$ cat src/rtl/nanosoc_busmatrix_pkg.sv
// Shared AHB encodings and burst-length constants for the bus-matrix output stages.
// Also holds the burst-tracker debug view so checkers can bind to one type.
package nanosoc_busmatrix_pkg;

  typedef enum logic [1:0] {
    HTRANS_IDLE   = 2'b00,
    HTRANS_BUSY   = 2'b01,
    HTRANS_NONSEQ = 2'b10,
    HTRANS_SEQ    = 2'b11
  } htrans_e;

  typedef enum logic [2:0] {
    HBURST_SINGLE = 3'b000,
    HBURST_INCR   = 3'b001,
    HBURST_WRAP4  = 3'b010,
    HBURST_INCR4  = 3'b011,
    HBURST_WRAP8  = 3'b100,
    HBURST_INCR8  = 3'b101,
    HBURST_WRAP16 = 3'b110,
    HBURST_INCR16 = 3'b111
  } hburst_e;

  localparam int BEATS_4  = 4;
  localparam int BEATS_8  = 8;
  localparam int BEATS_16 = 16;

  typedef struct packed {
    logic [3:0] count;
    logic       hold;
    logic [3:0] et_cnt;
  } tracker_dbg_t;

  // Beats remaining after the NONSEQ beat of a fixed-length burst; 0 for open-ended bursts.
  function automatic logic [3:0] burst_start_count(input hburst_e burst);
    case (burst)
      HBURST_INCR16, HBURST_WRAP16: burst_start_count = 4'(BEATS_16 - 1);
      HBURST_INCR8,  HBURST_WRAP8:  burst_start_count = 4'(BEATS_8 - 1);
      HBURST_INCR4,  HBURST_WRAP4:  burst_start_count = 4'(BEATS_4 - 1);
      default:                      burst_start_count = 4'd0;
    endcase
  endfunction

endpackage

$ cat src/rtl/nanosoc_arbiter_rr_sysio_if.sv
// Slave-port arbitration bundle between the input stages and the SYSIO output arbiter.
interface nanosoc_arbiter_rr_sysio_if #(
  parameter int NUM_PORTS = 4,
  parameter int PORT_W    = 2
);
  import nanosoc_busmatrix_pkg::*;

  // HREADYM is the only qualifier: a beat (and every arbitration decision) is taken
  // on a rising clock edge where HREADYM=1; with HREADYM=0 nothing advances.
  logic [NUM_PORTS-1:0] req_port;
  logic                 HREADYM;
  logic                 HSELM;
  logic [1:0]           HTRANSM;
  logic [2:0]           HBURSTM;
  logic                 HMASTLOCKM;
  logic [PORT_W-1:0]    addr_in_port;
  logic [NUM_PORTS-1:0] grant_onehot;
  logic                 no_port;
  tracker_dbg_t         dbg;

  modport master (
    output req_port, HREADYM, HSELM, HTRANSM, HBURSTM, HMASTLOCKM,
    input  addr_in_port, grant_onehot, no_port, dbg
  );

  modport slave (
    input  req_port, HREADYM, HSELM, HTRANSM, HBURSTM, HMASTLOCKM,
    output addr_in_port, grant_onehot, no_port, dbg
  );
endinterface

$ cat src/rtl/nanosoc_burst_tracker.sv
// Tracks the owned port's fixed-length burst: remaining beats, hold flag and a
// counter of back-to-back early-terminated bursts that eventually refuses hold.
module nanosoc_burst_tracker
  import nanosoc_busmatrix_pkg::*;
#(
  parameter int MAX_EARLY_TERM = 2
) (
  input  logic         clk,
  input  logic         rst,
  input  logic         ready,
  input  logic         sel,
  input  logic [1:0]   trans,
  input  logic [2:0]   burst,
  output logic         next_hold,
  output tracker_dbg_t dbg
);

  localparam logic [3:0] ET_MAX = 4'(MAX_EARLY_TERM);

  logic [3:0] count_q, count_d;
  logic [3:0] et_q, et_d;
  logic       hold_q, hold_d;

  always_comb begin
    count_d = count_q;
    hold_d  = hold_q;
    if (!sel) begin
      count_d = 4'd0;
      hold_d  = 1'b0;
    end else begin
      case (htrans_e'(trans))
        HTRANS_NONSEQ: begin
          count_d = burst_start_count(hburst_e'(burst));
          hold_d  = (count_d != 4'd0);
          if (et_q == ET_MAX) begin
            count_d = 4'd0;
            hold_d  = 1'b0;
          end
        end
        HTRANS_SEQ: begin
          count_d = count_q - 4'd1;
          if (count_q == 4'd1) hold_d = 1'b0;
        end
        HTRANS_BUSY: begin
          count_d = count_q;
          hold_d  = hold_q;
        end
        default: begin
          count_d = 4'd0;
          hold_d  = 1'b0;
        end
      endcase
    end

    // A NONSEQ arriving while still holding means the previous burst was cut short.
    et_d = et_q;
    if (!hold_d) begin
      et_d = 4'd0;
    end else if (hold_q && (trans == HTRANS_NONSEQ) && (et_q != ET_MAX)) begin
      et_d = et_q + 4'd1;
    end
  end

  always_ff @(posedge clk or posedge rst) begin
    if (rst) begin
      count_q <= 4'd0;
      hold_q  <= 1'b0;
      et_q    <= 4'd0;
    end else if (ready) begin
      count_q <= count_d;
      hold_q  <= hold_d;
      et_q    <= et_d;
    end
  end

  assign next_hold  = hold_d;
  assign dbg.count  = count_q;
  assign dbg.hold   = hold_q;
  assign dbg.et_cnt = et_q;

endmodule

$ cat src/rtl/nanosoc_arbiter_rr_sysio.sv
// Round-robin owner selection for a shared bus-matrix slave port, holding the
// owner across fixed-length bursts and locked sequences.
module nanosoc_arbiter_rr_sysio
  import nanosoc_busmatrix_pkg::*;
#(
  parameter int NUM_PORTS      = 4,
  parameter int PORT_W         = 2,
  parameter int MAX_EARLY_TERM = 2
) (
  input logic HCLK,
  input logic HRESET,
  nanosoc_arbiter_rr_sysio_if.slave bus
);

  logic                 next_hold;
  logic [PORT_W-1:0]    owner_q, owner_d, win, idx;
  logic                 np_q, np_d, found;
  logic [NUM_PORTS-1:0] grant_q, grant_d, owner_bit, cand;

  nanosoc_burst_tracker #(
    .MAX_EARLY_TERM(MAX_EARLY_TERM)
  ) u_tracker (
    .clk       (HCLK),
    .rst       (HRESET),
    .ready     (bus.HREADYM),
    .sel       (bus.HSELM),
    .trans     (bus.HTRANSM),
    .burst     (bus.HBURSTM),
    .next_hold (next_hold),
    .dbg       (bus.dbg)
  );

  always_comb begin
    owner_bit = '0;
    for (int i = 0; i < NUM_PORTS; i++) begin
      owner_bit[i] = (owner_q == PORT_W'(i));
    end
    // The owner keeps competing while it is still driving an active transfer.
    cand = bus.req_port;
    if (bus.HSELM && (bus.HTRANSM != HTRANS_IDLE)) cand = cand | owner_bit;

    // Search starts just after the owner and wraps, so the owner is considered last.
    found = 1'b0;
    win   = owner_q;
    idx   = '0;
    for (int i = 1; i <= NUM_PORTS; i++) begin
      idx = PORT_W'((int'(owner_q) + i) % NUM_PORTS);
      if (!found && cand[idx]) begin
        found = 1'b1;
        win   = idx;
      end
    end

    owner_d = owner_q;
    np_d    = np_q;
    if (bus.HMASTLOCKM || next_hold) begin
      np_d = 1'b0;
    end else if (found) begin
      owner_d = win;
      np_d    = 1'b0;
    end else if (bus.HSELM) begin
      np_d = 1'b0;
    end else begin
      np_d = 1'b1;
    end

    grant_d = '0;
    for (int i = 0; i < NUM_PORTS; i++) begin
      grant_d[i] = !np_d && (owner_d == PORT_W'(i));
    end
  end

  always_ff @(posedge HCLK or posedge HRESET) begin
    if (HRESET) begin
      owner_q <= '0;
      np_q    <= 1'b1;
      grant_q <= '0;
    end else if (bus.HREADYM) begin
      owner_q <= owner_d;
      np_q    <= np_d;
      grant_q <= grant_d;
    end
  end

  assign bus.addr_in_port = owner_q;
  assign bus.no_port      = np_q;
  assign bus.grant_onehot = grant_q;

endmodule
$ cat src/flat_wrapper.sv
// flat-port wrapper written by rule: the top's interface ports become plain ports
module nanosoc_arbiter_rr_sysio_flat import nanosoc_busmatrix_pkg::*;
#(
  parameter int NUM_PORTS      = 4,
  parameter int PORT_W         = 2,
  parameter int MAX_EARLY_TERM = 2
)
  (HCLK, HRESET, bus_req_port, bus_HREADYM, bus_HSELM, bus_HTRANSM, bus_HBURSTM, bus_HMASTLOCKM, bus_addr_in_port, bus_grant_onehot, bus_no_port, bus_dbg);
  nanosoc_arbiter_rr_sysio_if #(.NUM_PORTS(NUM_PORTS), .PORT_W(PORT_W)) bus_i ();
  input logic HCLK;
  input logic HRESET;
  input wire logic [$bits(bus_i.req_port)-1:0] bus_req_port;
  input wire logic [$bits(bus_i.HREADYM)-1:0] bus_HREADYM;
  input wire logic [$bits(bus_i.HSELM)-1:0] bus_HSELM;
  input wire logic [$bits(bus_i.HTRANSM)-1:0] bus_HTRANSM;
  input wire logic [$bits(bus_i.HBURSTM)-1:0] bus_HBURSTM;
  input wire logic [$bits(bus_i.HMASTLOCKM)-1:0] bus_HMASTLOCKM;
  output wire logic [$bits(bus_i.addr_in_port)-1:0] bus_addr_in_port;
  output wire logic [$bits(bus_i.grant_onehot)-1:0] bus_grant_onehot;
  output wire logic [$bits(bus_i.no_port)-1:0] bus_no_port;
  output wire logic [$bits(bus_i.dbg)-1:0] bus_dbg;
  assign bus_i.req_port = bus_req_port;
  assign bus_i.HREADYM = bus_HREADYM;
  assign bus_i.HSELM = bus_HSELM;
  assign bus_i.HTRANSM = bus_HTRANSM;
  assign bus_i.HBURSTM = bus_HBURSTM;
  assign bus_i.HMASTLOCKM = bus_HMASTLOCKM;
  assign bus_addr_in_port = bus_i.addr_in_port;
  assign bus_grant_onehot = bus_i.grant_onehot;
  assign bus_no_port = bus_i.no_port;
  assign bus_dbg = bus_i.dbg;
  nanosoc_arbiter_rr_sysio #(.NUM_PORTS(NUM_PORTS), .PORT_W(PORT_W), .MAX_EARLY_TERM(MAX_EARLY_TERM)) u_core (.HCLK(HCLK), .HRESET(HRESET), .bus(bus_i));
endmodule
$ cat config.mk
export PLATFORM = sky130hd
export DESIGN_NAME = nanosoc_arbiter_rr_sysio_flat
export DESIGN_NICKNAME = d
export VERILOG_FILES = /design/src/rtl/nanosoc_busmatrix_pkg.sv /design/src/rtl/nanosoc_arbiter_rr_sysio_if.sv /design/src/rtl/nanosoc_burst_tracker.sv /design/src/rtl/nanosoc_arbiter_rr_sysio.sv /design/src/flat_wrapper.sv
export SDC_FILE = /design/constraint.sdc
export NUM_CORES = 1
export LEC_CHECK = 0
export ABC_AREA = 1
export CORE_MARGIN = 2
export CORE_UTILIZATION = 50
export CTS_CLUSTER_DIAMETER = 40
export CTS_CLUSTER_SIZE = 40
export DETAILED_ROUTE_END_ITERATION = 10
export PLACE_DENSITY = 0.8
export SLEW_MARGIN = 20
export SYNTH_ARGS = -nofsm -noshare
export SYNTH_HDL_FRONTEND = slang
export SYNTH_HIERARCHICAL = 1
export SYNTH_SLANG_ARGS = --single-unit
$ cat constraint.sdc
create_clock -name HCLK -period 2.2 [get_ports HCLK]
set_input_delay 0.66 -clock HCLK [delete_from_list [all_inputs] [get_ports HCLK]]
set_output_delay 0.66 -clock HCLK [all_outputs]
set_load 0.01 [all_outputs]
-- Yosys cells after proc, flatten, opt, wreduce, memory -nomap -nowiden
Cells that the tools add are included.
- register bits after elaboration: 16
- input port bits: 14
- $add $sub $neg: 6
- $lt $le $gt $ge: 4
- equal/unequal tests: 20
- multiplexer cells: 34
- bitwise logic cells: 1
- reduce and logical (&&, ||, !) cells: 24
- operator list (operator ; number):
    $mux 4 ; 7
    $pmux 4 s3 ; 2
    $mux 1 ; 14
    $eq 2x2->1 const B ; 6
    $eq 3x3->1 const B ; 4
    $lt 2x3->1 const B ; 4
    $mux 2 ; 6
    $logic_and 1x1->1 ; 10
    $bmux 1 s2 ; 4
    $eq 2x1->1 const B ; 3
    $eq 3x2->1 const B ; 2
    $reduce_or 2->1 ; 3
    $add 2x1->2 const B ; 2
    $add 2x2->2 const B ; 2
    $add 4x1->4 const B ; 1
    $eq 4x1->1 const B ; 1
    $eq 4x2->1 const B ; 1
    $logic_not 1->1 ; 4
    $logic_not 2->1 ; 2
    $ne 2x2->1 const B ; 2
    $ne 4x2->1 const B ; 1
    $or 4x4->4 ; 1
    $reduce_and 2->1 ; 2
    $reduce_bool 4->1 ; 1
    other kinds (4) ; 4

-- Depth between registers and ports, before layout
Gate-level depths: netlist (run 1).
- depth after elaboration: 19
- depth in mapped cells: 17

-- Cells and area by module
The synthesis (run 1) kept the hierarchy.
- by module, submodules not included (module ; times used ; cells each ; area an instance (um^2) ; seq. area each (um^2)):
    nanosoc_arbiter_rr_sysio ; 1 ; 110 ; 708.2 ; 176.4
    nanosoc_burst_tracker ; 1 ; 87 ; 628.1 ; 225.2

-- Worst setup path before layout (run 1)
Ideal clock, no wire load.
- path type: flip-flop to flip-flop
- start point: register u_core.owner_q[0] (netlist: u_core/bus.addr_in_port[0])
- end point: register u_core.grant_q[0] (netlist: u_core/bus.grant_onehot[0])
- setup time: 0.117 ns
- arrival: 1.799 ns
- slack: 0.284 ns
- cell stages (with the launch flop): 15
- buffers on the path: 0
- path through: dfrtp_1 > inv_2 > ha_1 > nand3_1 > nand3_1 > nand3_2 > nand2_2 > nor2_4 > nand3_1 > nand2_1 > nand2_1 > nand2_2 > inv_1 > nand3_1 > nand2_1
- longest elaborated chain between the ends: 19
- RTL lines (item ; line ; text):
    start, declared ; nanosoc_arbiter_rr_sysio.sv:16 ; logic [PORT_W-1:0] owner_q, owner_d, win, idx;
    start signal, assigned ; nanosoc_arbiter_rr_sysio.sv:79 ; owner_q <= owner_d;
    $eq 2x1->1, or another cell as far along ; nanosoc_arbiter_rr_sysio.sv:36 ; owner_bit[i] = (owner_q == PORT_W'(i));
    $or 4x4->4 ; nanosoc_arbiter_rr_sysio.sv:40 ; if (bus.HSELM && (bus.HTRANSM != HTRANS_IDLE)) cand = cand | owner_bit;
    $mux 4 ; nanosoc_arbiter_rr_sysio.sv:40 ;
    $bmux 1 s2 ; nanosoc_arbiter_rr_sysio.sv:48 ; if (!found && cand[idx]) begin
    $mux 1 (implied by the code) ; nanosoc_arbiter_rr_sysio.sv:48 ;
    $mux 1 ; nanosoc_arbiter_rr_sysio.sv:48 ;
    $logic_not 1->1 ; nanosoc_arbiter_rr_sysio.sv:48 ;
    $logic_and 1x1->1 ; nanosoc_arbiter_rr_sysio.sv:48 ;
    [3 not listed] ; -- ;
    $mux 1 ; nanosoc_arbiter_rr_sysio.sv:48 ;
    $logic_not 1->1 ; nanosoc_arbiter_rr_sysio.sv:48 ;
    $logic_and 1x1->1 ; nanosoc_arbiter_rr_sysio.sv:48 ;
    $mux 2 or $mux 1 (tied branches) ; nanosoc_arbiter_rr_sysio.sv:48 ;
    $mux 2 or $mux 1 (tied branches) ; nanosoc_arbiter_rr_sysio.sv:58 ; end else if (found) begin
    $mux 2 or $mux 1 (tied branches) ; nanosoc_arbiter_rr_sysio.sv:56 ; if (bus.HMASTLOCKM || next_hold) begin
    $logic_not 2->1 or $logic_not 1->1 (tied branches) ; nanosoc_arbiter_rr_sysio.sv:69 ; grant_d[i] = !np_d && (owner_d == PORT_W'(i));
    $logic_and 1x1->1 (*) ; nanosoc_arbiter_rr_sysio.sv:69 ;
    end signal, assigned ; nanosoc_arbiter_rr_sysio.sv:81 ; grant_q <= grant_d;
    end, declared ; nanosoc_arbiter_rr_sysio.sv:18 ; logic [NUM_PORTS-1:0] grant_q, grant_d, owner_bit, cand;
Mark *: on every way between the ends. The rest lies on a longest branch, timed or not. The select of a mux whose other input is x is not followed.
A chain may end at the register's enable or synchronous reset.

-- Final worst setup path (run 1)
- start point: input bus_HBURSTM[1]
- end point: register u_core.grant_q[1] (netlist: u_core/bus.grant_onehot[1])
- longest elaborated chain between the ends: 13
- RTL lines (item ; line ; text):
    start, declared ; flat_wrapper.sv:16 ; input wire logic [$bits(bus_i.HBURSTM)-1:0] bus_HBURSTM;
    $eq 3x2->1 or $eq 3x3->1 (tied branches) ; nanosoc_busmatrix_pkg.sv:35 ; case (burst)
    $reduce_or 2->1 ; nanosoc_busmatrix_pkg.sv:35 ;
    $pmux 4 s3 (*) ; nanosoc_busmatrix_pkg.sv:35 ;
    $mux 4 (*) ; nanosoc_burst_tracker.sv:31 ; case (htrans_e'(trans))
    $mux 4 (*) ; nanosoc_burst_tracker.sv:27 ; if (!sel) begin
    $reduce_bool 4->1 (*) ; nanosoc_burst_tracker.sv:34 ; hold_d = (count_d != 4'd0);
    $mux 1 (*) ; nanosoc_burst_tracker.sv:35 ; if (et_q == ET_MAX) begin
    $pmux 1 s3 (*) ; nanosoc_burst_tracker.sv:31 ;
    $mux 1 (*) ; nanosoc_burst_tracker.sv:27 ;
    net u_core.next_hold ; nanosoc_arbiter_rr_sysio.sv:15 ; logic next_hold;
    $logic_or 1x1->1 (*) ; nanosoc_arbiter_rr_sysio.sv:56 ;
    $mux 2 or $mux 1 (tied branches) ; nanosoc_arbiter_rr_sysio.sv:56 ;
    $eq 2x1->1 or $logic_not 1->1 (tied branches) ; nanosoc_arbiter_rr_sysio.sv:69 ;
    $logic_and 1x1->1 (*) ; nanosoc_arbiter_rr_sysio.sv:69 ;
The timed path passes the listed nets; every way through them passes the cells marked *. The select of a mux whose other input is x is not followed.

==> results.json, run 1 <==
{
  "fill_cells": 214,
  "via_per_inst": 5.16,
  "period_needed_ps": 2100,
  "hold_slack_ps": 502,
  "synth_seq_cells": 16,
  "cts_max_level": 1,
  "gp_congestion": 0.873,
  "ff_latch_area_um2": 403,
  "dr.first_iter.drc_count": 43,
  "clk_latency_ps": 280,
  "place_ws_ps": -394,
  "cts_setup_buffers": 0,
  "crit_type": "in2reg",
  "firstDrtPassIters": 4,
  "max_freq_ghz": 0.477,
  "grt-ovfl-total": 0,
  "fin_util": 0.724,
  "cts.sinks": 16,
  "grt_max_degree": 13,
  "cpLargestDelayFamily": "buffers and inverters",
  "cts_made_buffers": 3,
  "cts_tree": "done",
  "path_buf_inv": 4,
  "port_buffers": 28,
  "fp.dieH_um": 55.7,
  "start_util": 0.535,
  "grt_first_pass_wirelength_um": 5490,
  "path_cells": "clkdlybuf4s50_1 > nor2_1 > nor2_2 > nand2_2 > a21oi_4 > nor2_2 > inv_1 > nor2_1 > o21ai_0 > inv_1 > nand4_1 > nand2_1 > inv_2 > nand2_2 > o21ai_2",
  "status": "completed",
  "end_kind": "flop",
  "finalPower_mw": 1.63,
  "ys_seq_area_frac": 0.301,
  "drive_gt1_frac": 0.214,
  "clkTransAtPathRegs_ps": 90,
  "routed-via-count": 1382,
  "hold_viol_final": 0,
  "track_usage": 0.217,
  "ir_drop_mv": 0.803,
  "synthCells": 197,
  "multi_input_area_um2": 840,
  "slew_violations": 0,
  "slew-limit-headroom": 0.717,
  "cp.arrival_ps": 2310,
  "synth_nets": 219,
  "drt-wirelength-per-cell_um": 12.3,
  "timing.final.ws_setup_ps": 105,
  "hp-class": "reg2reg",
  "cp-start-kind": "input pin",
  "antennaDiodeCount": 0,
  "fp.coreArea_um2": 2500,
  "num_rows": 18,
  "p_per_area_nw_per_um2": 901,
  "cp_data_required_time_ps": 2420,
  "root_buffer": "clkbuf_4",
  "worst_path_largest_cell_delay_ps": 480,
  "grt_antenna_before_repair": 0,
  "drc": 0,
  "tns_ps": 0,
  "path_max_fanout": 3,
  "drv_cap": 0,
  "finalCritPeriodShare": 0.952,
  "die_w_um": 55.7,
  "grt_pass1_vias": 1305,
  "synth.distinct_cells": 22,
  "area_growth_pct": 35.5,
  "io_pins": 30,
  "fin_nets": 261,
  "netlist_area_um2": 1340,
  "clockBufferDepth": 2,
  "ctsHoldBuffers": 0,
  "dp.final_hpwl_um": 2560,
  "drt_wl_total_um": 3310,
  "die_area_um2": 3100,
  "finalSetupViolCount": 0,
  "antenna_left": 0,
  "yosys_warnings": 6,
  "slowest_stage": "clkdlybuf4s50_1",
  "p_leak_nw": 0.985,
  "avgSynthCellArea_um2": 6.78,
  "tightest_slew_ps": 424,
  "fin_skew_ps": 3.28
}
-- cell usage after synthesis --
| cell type | number | share of area |
|---|---|---|
| a21oi_1 | 1 | 0.0037 |
| o21ai_0 | 10 | 0.037 |
| nand4_1 | 6 | 0.028 |
| o21bai_2 | 1 | 0.0084 |
| ha_1 | 8 | 0.075 |
| a21oi_4 | 1 | 0.012 |
| nand3_1 | 26 | 0.097 |
| nor2_1 | 12 | 0.034 |
| o21ai_2 | 3 | 0.020 |
| inv_1 | 32 | 0.090 |
| nand2_2 | 9 | 0.042 |
| buf_4 | 1 | 0.0056 |
| dfstp_2 | 1 | 0.020 |
| nor2_4 | 1 | 0.0084 |
| xor2_1 | 1 | 0.0066 |
| inv_2 | 3 | 0.0084 |
| nand3_2 | 6 | 0.045 |
| nand2_1 | 56 | 0.16 |
| clkbuf_1 | 1 | 0.0028 |
| dfrtp_1 | 15 | 0.28 |
| xnor2_1 | 2 | 0.013 |
| nor2_2 | 1 | 0.0047 |
-- cells by family after synthesis --
group / after synthesis / synth area share
compound gates: 16 / 0.0815
xor+xnor: 3 / 0.0197
fa+ha+maj: 8 / 0.0749
buf+inv: 37 / 0.107
flops: 16 / 0.301
simple gates: 117 / 0.417
-- final cells by class --
type                       instances  share of cell area
multi-input combinational        144               0.464
sequential                        16               0.223
timing repair buffer              39               0.200
inverter                          35              0.0726
tap                               30              0.0207
clock buffer                       4              0.0200
-- worst register-to-register path: cells and delay by family (launching register included) --
kind          cells  cell delay (ps)
fa+ha+maj         1              310
buf+inv           3              350
flops             1              470
simple gates     10              740
-- metal layers --
metal  part of all wire  up-vias  GRT usage
met5                  0        -          0
li1                   -      708          -
met1               0.47      637      0.280
met4              0.018        0     0.0906
met2               0.49       31      0.357
met3              0.029        6     0.0395
-- placed cells by master, fill, tap and decap left out --
master | Yosys | routed
nand2_1 | 56 | 55
inv_1 | 32 | 31
clkdlybuf4s50_1 | 0 | 25
nand3_1 | 26 | 20
dfrtp_1 | 15 | 14
buf_4 | 1 | 11
nand3_2 | 6 | 11
nor2_1 | 12 | 11
o21ai_0 | 10 | 10
nand2_2 | 9 | 9
ha_1 | 8 | 8
nand4_1 | 6 | 6
inv_2 | 3 | 4
clkbuf_4 | 0 | 3
o21ai_2 | 3 | 3
dlygate4sd2_1 | 0 | 2
nor2_2 | 1 | 2
xnor2_1 | 2 | 2
clkbuf_8 | 0 | 1
dlymetal6s2s_1 | 0 | 1
nand2_4 | 0 | 1
nand3_4 | 0 | 1
nor2_4 | 1 | 1
o21bai_2 | 1 | 1
dfrtp_2 | 0 | 1
dfstp_2 | 1 | 1
a21oi_4 | 1 | 1
xor2_1 | 1 | 1
a21oi_1 | 1 | 1
-- registers in the layout, indices dropped and copies added, names as in the netlist --
signal	cells
u_core/u_tracker/et_q	4
u_core/bus.no_port	1
u_core/u_tracker/count_q	4
u_core/bus.addr_in_port	2
u_core/bus.grant_onehot	4
u_core/u_tracker/hold_q	1
-- metrics by stage --
step / area (um2) / cells
floorplan: 1340 / 197
global placement: 1730 / 264
detailed placement: 1730 / 264
CTS: 1780 / 268
global route: 1810 / 268
finish: 1810 / 268
-- path summary, 6_finish.rpt --
path / start / depth (start not counted) / slack (ps) / end
hold reg to reg: u_core/bus.no_port / 2 / 500 / u_core/bus.no_port
setup / recovery: bus_HBURSTM[1] / 15 / 100 / u_core/bus.grant_onehot[1]
hold / removal: u_core/bus.no_port / 2 / 500 / u_core/bus.no_port
min in group asynchronous: HRESET / 2 / 630 / u_core/bus.grant_onehot[2]
max in group asynchronous: HRESET / 2 / 1270 / u_core/u_tracker/et_q[3]
setup reg to reg: u_core/bus.addr_in_port[1] / 14 / 220 / u_core/bus.grant_onehot[0]
-- power by group --
group	switching, mW	internal (mW)	total, mW
Combinational	0.622	0.410	1.03
Clock	0.0935	0.101	0.194
Sequential	0.0517	0.354	0.406
Total	0.767	0.865	1.63
-- timing repair --
action                                  in CTS  in global routing
pin swaps                                    0                  1
hold endpoints to repair                     0                  0
endpoints found under the setup margin       7                  6
gates cloned                                 0                  0
resized for setup                            7                  8
Power figures use the tool's default switching activity.
==> run 2: changes to the inputs <==
--- a/config.mk
+++ b/config.mk
@@ -6,11 +6,13 @@
 export NUM_CORES = 1
 export LEC_CHECK = 0
 export ABC_AREA = 1
+export CAP_MARGIN = 10
 export CORE_MARGIN = 2
 export CORE_UTILIZATION = 50
 export CTS_CLUSTER_DIAMETER = 40
 export CTS_CLUSTER_SIZE = 40
 export DETAILED_ROUTE_END_ITERATION = 10
+export MAX_ROUTING_LAYER = met4
 export PLACE_DENSITY = 0.8
 export SLEW_MARGIN = 20
 export SYNTH_ARGS = -nofsm -noshare
==> run 2 against run 1 <==
  * Cell area unchanged
  * Global-route usage grew 0.61 points
  * Maximum frequency grew 0.86%
  * Non-clock buffer count is the same
  * First-iteration DRC count fell by 7.0%
  * Via count is 2.8% higher
  * Flip-flop and latch count is the same
  * Sequential power about the same
  * Critical path depth unchanged
  * Clock power about the same
  * Combinational power about the same
  * Largest power group unchanged
  * Hold slack about the same
==> results.json, run 2 (same netlist as run 1, synthesis figures left out) <==
{
  "fill_cells": 214,
  "dr.first_iter.drc_count": 40,
  "end_kind": "flop",
  "layout_commonest_cell": "nand2_1",
  "cts_setup_buffers": 0,
  "hold_viol_final": 0,
  "cts_made_buffers": 3,
  "path_max_fanout": 3,
  "root_buffer": "clkbuf_4",
  "finalCritPeriodShare": 0.944,
  "grt_max_degree": 13,
  "slew-limit-headroom": 0.717,
  "hp-class": "reg2reg",
  "port_buffers": 28,
  "fin_skew_ps": 7.02,
  "slew_violations": 0,
  "design_area_um2": 1810,
  "antenna_left": 0,
  "ir_drop_mv": 0.805,
  "drt_wl_total_um": 3310,
  "status": "completed",
  "period_needed_ps": 2080,
  "clk_latency_ps": 290,
  "grt-ovfl-total": 0,
  "fp.dieH_um": 55.7,
  "placed_area_um2": 1730,
  "fp.coreArea_um2": 2500,
  "grt_antenna_before_repair": 0,
  "fin_nets": 261,
  "p_per_area_nw_per_um2": 903,
  "cts_max_level": 1,
  "grt_pass1_vias": 1304,
  "routed-via-count": 1421,
  "clockBufferDepth": 2,
  "die_w_um": 55.7,
  "cp_data_required_time_ps": 2430,
  "num_rows": 18,
  "via_per_inst": 5.30,
  "crit_type": "in2reg",
  "drt-wirelength-per-cell_um": 12.3,
  "cts_tree": "done",
  "clkTransAtPathRegs_ps": 100,
  "io_pins": 30,
  "gp_congestion": 0.887,
  "area_growth_pct": 35.5,
  "antennaDiodeCount": 0,
  "p_leak_nw": 0.985,
  "final_cell_mix": "nand2_1, inv_1, clkdlybuf4s50_1",
  "drv_cap": 0,
  "drc": 0,
  "ff_latch_area_um2": 403,
  "multi_input_area_um2": 840,
  "ctsHoldBuffers": 0,
  "grt_first_pass_wirelength_um": 5490,
  "dp.final_hpwl_um": 2560,
  "finalPower_mw": 1.64,
  "track_usage": 0.224,
  "die_area_um2": 3100,
  "cts.sinks": 16,
  "cp.arrival_ps": 2310,
  "start_util": 0.535,
  "max_freq_ghz": 0.481,
  "cp-start-kind": "input pin",
  "drive_gt1_frac": 0.214,
  "firstDrtPassIters": 4,
  "tightest_slew_ps": 424,
  "finalSetupViolCount": 0
}
-- run 2: routing by layer --
metal / vias to the layer above / track usage / part of all wire
met5: - / - / 0
met4: 0 / 0.0906 / 0.025
met3: 8 / 0.0372 / 0.042
met2: 51 / 0.357 / 0.48
met1: 654 / 0.281 / 0.45
li1: 708 / - / -
-- run 2: power breakdown --
part	switching (mW)	internal (mW)
clock network	0.0965	0.101
registers	0.0518	0.354
logic	0.622	0.410
-- run 2: critical path, cell delays in order --
cell             delay [ps]
clkdlybuf4s50_1         480
nor2_1                   60
nor2_2                  110
nand2_2                  80
a21oi_4                 140
nor2_2                   60
inv_1                    70
nor2_1                   40
o21ai_0                  80
inv_1                    70
nand4_1                 110
nand2_1                  70
inv_2                    90
nand2_2                  70
o21ai_2                 110
-- run 2: stage by stage --
step / util / TNS, ps / hold slack [ps] / setup WS, ps / cells
after global placement: 0.690 / -2120 / 470 / -334 / 264
final: 0.724 / 0 / 503 / 123 / 268
after detailed placement: 0.690 / -2500 / 477 / -394 / 264
after CTS: 0.713 / 0 / 510 / 51.9 / 268
after global routing: 0.724 / -4.52 / 529 / -4.52 / 268
after floorplan: - / 0 / 463 / 284 / 197
-- run 2: layout make-up --
cell class	count	area share
Inverter	35	0.0726
Sequential cell	16	0.223
Multi-Input combinational cell	144	0.464
Clock buffer	4	0.0200
Tap cell	30	0.0207
Timing Repair Buffer	39	0.200
-- run 2: worst paths after layout --
| check | start | endpoint | slack [ps] | cells past startpoint |
|---|---|---|---|---|
| max in group asynchronous | HRESET | u_core/u_tracker/et_q[3] | 1270 | 2 |
| min in group asynchronous | HRESET | u_core/bus.grant_onehot[2] | 620 | 2 |
| worst min register to register | u_core/bus.no_port | u_core/bus.no_port | 500 | 2 |
| worst max register to register | u_core/bus.addr_in_port[1] | u_core/bus.grant_onehot[0] | 220 | 14 |
| worst min-delay path | u_core/bus.no_port | u_core/bus.no_port | 500 | 2 |
| worst max-delay path | bus_HBURSTM[1] | u_core/bus.grant_onehot[1] | 120 | 15 |
-- run 2: what timing repair did --
item / CTS / global route
endpoints found under the setup margin: 7 / 6
gates resized for setup: 7 / 8
hold endpoints to repair: 0 / 0
pin swaps: 0 / 1
==> run 3: changes to the inputs <==
--- a/config.mk
+++ b/config.mk
@@ -14,6 +14,7 @@
 export DETAILED_ROUTE_END_ITERATION = 10
 export MAX_ROUTING_LAYER = met4
 export PLACE_DENSITY = 0.8
+export SKIP_LAST_GASP = 1
 export SLEW_MARGIN = 20
 export SYNTH_ARGS = -nofsm -noshare
 export SYNTH_HDL_FRONTEND = slang
==> results of run 3 <==
The final DEF is identical to that of run 2; final timing and power are the same.
